$ cat config.mk
export PLATFORM = sky130hd
export DESIGN_NAME = demux_tdm_one_four
export DESIGN_NICKNAME = d
export VERILOG_FILES = /design/src/rtl/demux_tdm_one_four.sv
export SDC_FILE = /design/constraint.sdc
export NUM_CORES = 1
export LEC_CHECK = 0
export BUFFER_PORTS_ARGS = -buffer_cell sky130_fd_sc_hd__buf_2
export CORE_MARGIN = 2
export CORE_UTILIZATION = 47
export DETAILED_ROUTE_END_ITERATION = 10
export PLACE_DENSITY_LB_ADDON = 0.3
export SYNTH_ARGS = -nofsm -noshare
export SYNTH_HDL_FRONTEND = slang
export SYNTH_SLANG_ARGS = --single-unit
$ cat constraint.sdc
create_clock -name clk -period 1.87 [get_ports clk]
set_input_delay 0.0935 -clock clk [delete_from_list [all_inputs] [get_ports clk]]
set_output_delay 0.0935 -clock clk [all_outputs]
set_load 0.02 [all_outputs]
$ cat src/rtl/demux_tdm_one_four.sv
// demux_tdm_one_four: rebuilds four parallel channels from a TDM word stream.
// A frame is four beats (slot 0 flagged by sof). Words for slots 0..2 are
// held in a shadow bank, and d0..d3 all update together on the slot-3 beat.
// Optional feature: define DEMUX_ERR_CNT_EN to add an 8-bit saturating
// sync_err counter on port err_cnt.
//
// state | meaning
// HUNT  | waiting for a beat with sof to align to slot 0
// LOCK  | aligned; each beat is placed by the expected slot index
module demux_tdm_one_four #(
  parameter int WIDTH = 4
) (
  input  logic             clk,
  input  logic             rst_n,
  input  logic [WIDTH-1:0] din,
  input  logic             din_valid,
  input  logic             sof,
`ifdef DEMUX_ERR_CNT_EN
  output logic [7:0]       err_cnt,
`endif
  output logic [WIDTH-1:0] d0,
  output logic [WIDTH-1:0] d1,
  output logic [WIDTH-1:0] d2,
  output logic [WIDTH-1:0] d3,
  output logic             frame_valid,
  output logic             sync_err,
  output logic             locked,
  output logic [1:0]       slot
);

  typedef enum logic {HUNT = 1'b0, LOCK = 1'b1} state_t;

  state_t           state, state_nxt;
  logic [1:0]       slot_q, slot_nxt;
  logic [WIDTH-1:0] sh0, sh1, sh2;
  logic [WIDTH-1:0] sh0_nxt, sh1_nxt, sh2_nxt;
  logic [WIDTH-1:0] d0_nxt, d1_nxt, d2_nxt, d3_nxt;
  logic             fv_nxt, se_nxt;

  // State register
  always_ff @(posedge clk) begin
    if (!rst_n) state <= HUNT;
    else        state <= state_nxt;
  end

  // Next-state and datapath decisions for the current beat
  always_comb begin
    state_nxt = state;
    slot_nxt  = slot_q;
    sh0_nxt   = sh0;
    sh1_nxt   = sh1;
    sh2_nxt   = sh2;
    d0_nxt    = d0;
    d1_nxt    = d1;
    d2_nxt    = d2;
    d3_nxt    = d3;
    fv_nxt    = 1'b0;
    se_nxt    = 1'b0;
    if (din_valid) begin
      case (state)
        HUNT: begin
          if (sof) begin
            sh0_nxt   = din;
            slot_nxt  = 2'd1;
            state_nxt = LOCK;
          end
        end
        LOCK: begin
          if (sof && slot_q != 2'd0) begin
            // Early sof: abandon the partial frame and restart on this beat
            se_nxt   = 1'b1;
            sh0_nxt  = din;
            slot_nxt = 2'd1;
          end else if (!sof && slot_q == 2'd0) begin
            se_nxt    = 1'b1;
            slot_nxt  = 2'd0;
            state_nxt = HUNT;
          end else if (slot_q == 2'd3) begin
            d0_nxt   = sh0;
            d1_nxt   = sh1;
            d2_nxt   = sh2;
            d3_nxt   = din;
            fv_nxt   = 1'b1;
            slot_nxt = 2'd0;
          end else begin
            case (slot_q)
              2'd0:    sh0_nxt = din;
              2'd1:    sh1_nxt = din;
              default: sh2_nxt = din;
            endcase
            slot_nxt = slot_q + 2'd1;
          end
        end
        default: state_nxt = HUNT;
      endcase
    end
  end

  // Datapath registers: slot, shadow bank, channel outputs and pulses
  always_ff @(posedge clk) begin
    if (!rst_n) begin
      slot_q      <= '0;
      sh0         <= '0;
      sh1         <= '0;
      sh2         <= '0;
      d0          <= '0;
      d1          <= '0;
      d2          <= '0;
      d3          <= '0;
      frame_valid <= 1'b0;
      sync_err    <= 1'b0;
    end else begin
      slot_q      <= slot_nxt;
      sh0         <= sh0_nxt;
      sh1         <= sh1_nxt;
      sh2         <= sh2_nxt;
      d0          <= d0_nxt;
      d1          <= d1_nxt;
      d2          <= d2_nxt;
      d3          <= d3_nxt;
      frame_valid <= fv_nxt;
      sync_err    <= se_nxt;
    end
  end

  // Outputs decoded from state
  always_comb begin
    locked = (state == LOCK);
    slot   = slot_q;
  end

`ifdef DEMUX_ERR_CNT_EN
  // Saturating count of sync_err pulses, cleared only by reset
  always_ff @(posedge clk) begin
    if (!rst_n)                        err_cnt <= '0;
    else if (se_nxt && err_cnt != 8'hFF) err_cnt <= err_cnt + 8'd1;
  end
`endif

endmodule

== Word level (Yosys, flattened, before mapping) ==
Cells that the tools add are included.
Word-level totals
  bits in registers: 33
  bits in latches: 0
  memory bits (writable): 0
  bits in read-only memories: 0
  input bits: 8
  output and inout bits: 21
  word-level logic and storage cells: 56
  memories kept: 0
Cells by class
  add/subtract/negate cells: 1
  multiply operators: 0
  divide/modulo/power cells: 0
  order comparisons: 0
  equal/unequal tests: 6
  shift-type cells: 0
  mux-type cells: 18
  bitwise logic cells: 7
  reduce and logical (&&, ||, !) cells: 13
Operator list (count)
  4-bit two-way mux: 5
  6-bit AND reduction: 2
  5-bit AND reduction: 2
  2-bit two-way mux: 4
  4-bit case mux with 2 select lines: 1
  1-bit inverter: 7
  1-bit two-way mux: 6
  3-bit != test (second input constant): 2
  5-bit OR reduction: 1
  2-bit case mux with 2 select lines: 1
  3-bit by 1-bit != test with 1-bit output (second input constant): 1
  3-bit AND reduction: 1
  2-bit by 1-bit adder with 2-bit output (second input constant): 1
  2-bit by 1-bit == test with 1-bit output (second input constant): 1
  2-bit == test (second input constant): 1
  1-bit logical AND: 2
  2-bit logical NOT: 1
  2-bit != test (second input constant): 1
  1-bit case mux with 2 select lines: 1
  2-bit AND reduction: 1
  2-bit nonzero test: 1
  2-bit OR reduction: 1
  1-bit logical NOT: 1

== Longest topological paths before layout ==
  depth after elaboration: 6
  mapped depth: 9
  gate-level depth less buffers: 7

== Worst setup path before layout ==
Ideal clock, no wire load.
  kind: reg-to-reg
  from: reg slot_q[0], in the netlist slot[0]
  to: reg sh0[0]
  arrival time: 1.871 ns
  required time: 1.798 ns
  setup slack: -0.073 ns
  stages on the path, launching flop included: 7
  path buffers: 0
  period minus slack after synthesis: 1.943 ns
  cell sequence: dfxtp_1 > inv_1 > ha_1 > ha_1 > or3b_4 > a31oi_4 > mux2i_1
Between the ends
  word-level cells in the longest chain between the ends: 4
  elaborated cells between the ends (all ways): 11
Ends and longest elaborated chain
  start: declaration: RTL line 34  | logic [1:0] slot_q, slot_nxt;
  start signal: assignment: RTL line 113  | slot_q <= slot_nxt;
  2-bit nonzero test / 2-bit logical NOT (equally long branches): RTL line 69, 74, 86
  1-bit logical AND (on tied branches): RTL line 69, 74
  3-bit != test (no source line), or another cell as far along
  5-bit AND reduction (no source line) / 4-bit case mux with 2 select lines (equally long branches)
  end signal: assignment: RTL line 114  | sh0 <= sh0_nxt;
  end: declaration: RTL line 35  | logic [WIDTH-1:0] sh0, sh1, sh2;
Parallel ways exist; a longest one is shown, timed or not.
A chain may end at the register's enable or synchronous reset.

== Final worst setup path ==
Ends and elaborated chain as after synthesis.

==> results.cfg <==
[global_routing]
grt_pass1_wl_um = 4857
grt_pass1_vias = 1083
grt_start_max_net_pins = 29
grt_usage_pct = 19.25
antenna_found_initial = 0
grt.overflow.total = 0

[setup_path]
arrival_ns = 2.07
cpMostUsedCell = ha_2
cp_cell_sequence = inv_1 -> ha_2 -> ha_2 -> or3b_4 -> a31oi_4 -> mux2i_1
cpMaxStageDelayCell = or3b_4
start_kind = register
worstSetupEndpointType = register
cp_max_fo = 5
crit_type = reg -> reg
cp.required_ns = 2.14
critical_path.top_delay_family = adder cells
worst-path-buf-inv = 1
max_stage_delay_ns = 0.38

[cells_and_area]
fin_nets = 200
drive_gt1_share_pct = 26.34
regArea_um2 = 668.1
fillers = 275
area_growth_pct = 16.82
diodes = 0
stdcell_area_mm2 = 0.001582
multiInputGateArea_um2 = 634.4

[synthesis]
synth_cells = 155
synth_seq_area_share_pct = 48.80
synth_area_leaders = dfxtp_1, nand2_1, a21oi_1
synth-seq-cells = 33
synth_top_cell_by_area = dfxtp_1
syn-num-nets = 170
synth_area_mm2 = 0.001354
yosysWarnings = 0
syn_area_per_cell_um2 = 8.734
yosysTopAreaCellShare_pct = 48.80
ys_types = 28

[placement]
io_buffer_count = 28
dp_hpwl_um = 2043
pre_cts_ws_ns = -0.01945
place_congestion = 0.8469
placed_area_mm2 = 0.001500

[cts]
h-tree-depth = 2
ctsHoldBuffers = 0
clock_latency_ns = 0.33
clkSlewWorstSetupHoldPaths_ns = 0.11
cts_tree = done
cts_made_buffers = 5
cts_sinks = 33
root_buffer = clkbuf_4
cts_buffer_depth = 2

[timing]
setup_viol = 0
hold_viol = 0
tightest_slew_ns = 0.4516
hold_ws_ns = 0.02452
skew_ns = 0.01096
min_period_ns = 1.802
setup_slack_ns = 0.06773
relSlewSlack_pct = 69.83
final_max_slew_viol_count = 0
fmaxAchievable_mhz = 554.9
period_share_pct = 96.38

[power_and_ir_drop]
totalPowerFinal_mw = 1.218
power_frac_comb_pct = 8.8
switchingPower_mw = 0.3231
p_leak_nw = 0.6790
swShare_pct = 26.52
p_seq_share_pct = 59.3
power_per_cell_area_mw_per_mm2 = 770.3
clkPwrFrac_pct = 31.9
p_int_mw = 0.8952
max-vdd-ir-drop_v = 0.0006231

[detailed_routing]
detail-route-antenna-nets = 0
drc = 0
wl_per_cell_um = 13.30
wirelength_um = 2886
vias = 1209
dr.first_iter.drc_count = 39
viasPerCell = 5.571
drt_first_pass_iters = 5

[die]
die_h_um = 57.67
ios = 29
fp.dieW_um = 57.67
num_rows = 19
start_util_pct = 49.09
core_mm2 = 0.002758
dieArea_mm2 = 0.003326

[job]
drv_cap = 0

[outcome]
status = completed

[hold_path]
min-delay-path-class = in -> reg
[cell usage in the layout, fill, tap and decap left out, types with 2 or more instances in the layout]
cell / instances
o21ai_0: 4
a21oi_1: 22
inv_1: 5
dfxtp_1: 31
ha_1: 5
mux2i_1: 8
dfxtp_4: 2
clkinv_2: 2
nand2_1: 43
buf_2: 28
nand3_1: 4
buf_4: 3
nor2_1: 4
clkbuf_4: 5
ha_2: 2
nor3_1: 2
nand4_1: 3
[area by class of cell]
cell class | count | share of cell area, %
clock inverters | 3 | 1.108
repair buffers | 31 | 10.28
clock buffers | 5 | 2.373
well taps | 31 | 2.453
multi-input cells | 108 | 40.11
flip-flops and latches | 33 | 42.25
inverters | 6 | 1.424
[per-stage QoR]
stage          instances  utilization [%]  setup TNS (ns)
6_report             217            57.35               0
5_1_grt              217            57.35       -0.004085
4_1_cts              215            56.49               0
3_5_place_dp         207            54.40        -0.04236
3_3_place_gp         207            54.40               0
2_1_floorplan        155                -               0
[tightest hold or removal path, stage by stage]
cell and delay (ns):
buf_2 0.12, nand2_1 0.05, a21oi_1 0.05
[registers in the layout (all words and copies together), names as in the netlist]
| signal | cells |
|---|---|
| frame_valid | 1 |
| d3 | 4 |
| slot | 2 |
| d1 | 4 |
| sh2 | 4 |
| sh0 | 4 |
| sync_err | 1 |
| d0 | 4 |
| sh1 | 4 |
| d2 | 4 |
| locked | 1 |
[cells in the mapped netlist, drive strengths merged]
master,n
a311oi,1
nor2,4
and4,1
or3,1
ha,7
nand3b,1
nor3,2
a31oi,1
and3b,1
buf,6
nand3,4
nand4,3
a221oi,1
nand2,43
mux2i,8
o21ai,5
or3b,2
nor3b,1
clkbuf,2
a21oi,22
inv,6
dfxtp,33
[cells by family (layout without fill, tap and decap cells)]
family / count (synthesis) / count (layout) / synth area share (%)
compound gates: 30 / 30 / 12.85
flops: 33 / 33 / 48.80
mux: 8 / 8 / 5.915
simple gates: 63 / 63 / 21.16
fa+ha+maj: 7 / 7 / 6.469
buf+inv: 14 / 45 / 4.804
[metal layers]
metal	vias up	part of all wire [%]	track usage, %
li1	582	-	-
met1	584	41	23.36
met2	35	51	30.68
met3	8	5.7	6.696
met4	0	2.1	8.970
met5	-	0	0
[timing repair]
item	CTS	global route
resized for setup	1	4
gates cloned	0	0
endpoints found under the hold margin	0	0
pin swaps	1	2
endpoints found under the setup margin	4	28
setup buffers	0	2
[final timing paths]
| check | start | to | slack, ns | depth (start not counted) |
|---|---|---|---|---|
| setup reg to reg | slot[0] | sh0[0] | 0.07 | 6 |
| hold / removal | din[0] | d3[0] | 0.02 | 3 |
| hold reg to reg | sh2[3] | d2[3] | 0.45 | 2 |
| setup / recovery | slot[0] | sh0[0] | 0.07 | 6 |
[power groups by stage]
stage	clock (mW)	sequential, mW	combinational, mW
final	0.388	0.723	0.107
after global routing	0.431	0.725	0.119
after CTS	0.398	0.725	0.102
after detailed placement	0	0.741	0.101
after global placement	0	0.740	0.0975
after floorplan	0	0.740	0.0718
Note: power is estimated with default switching activity, not from simulation.
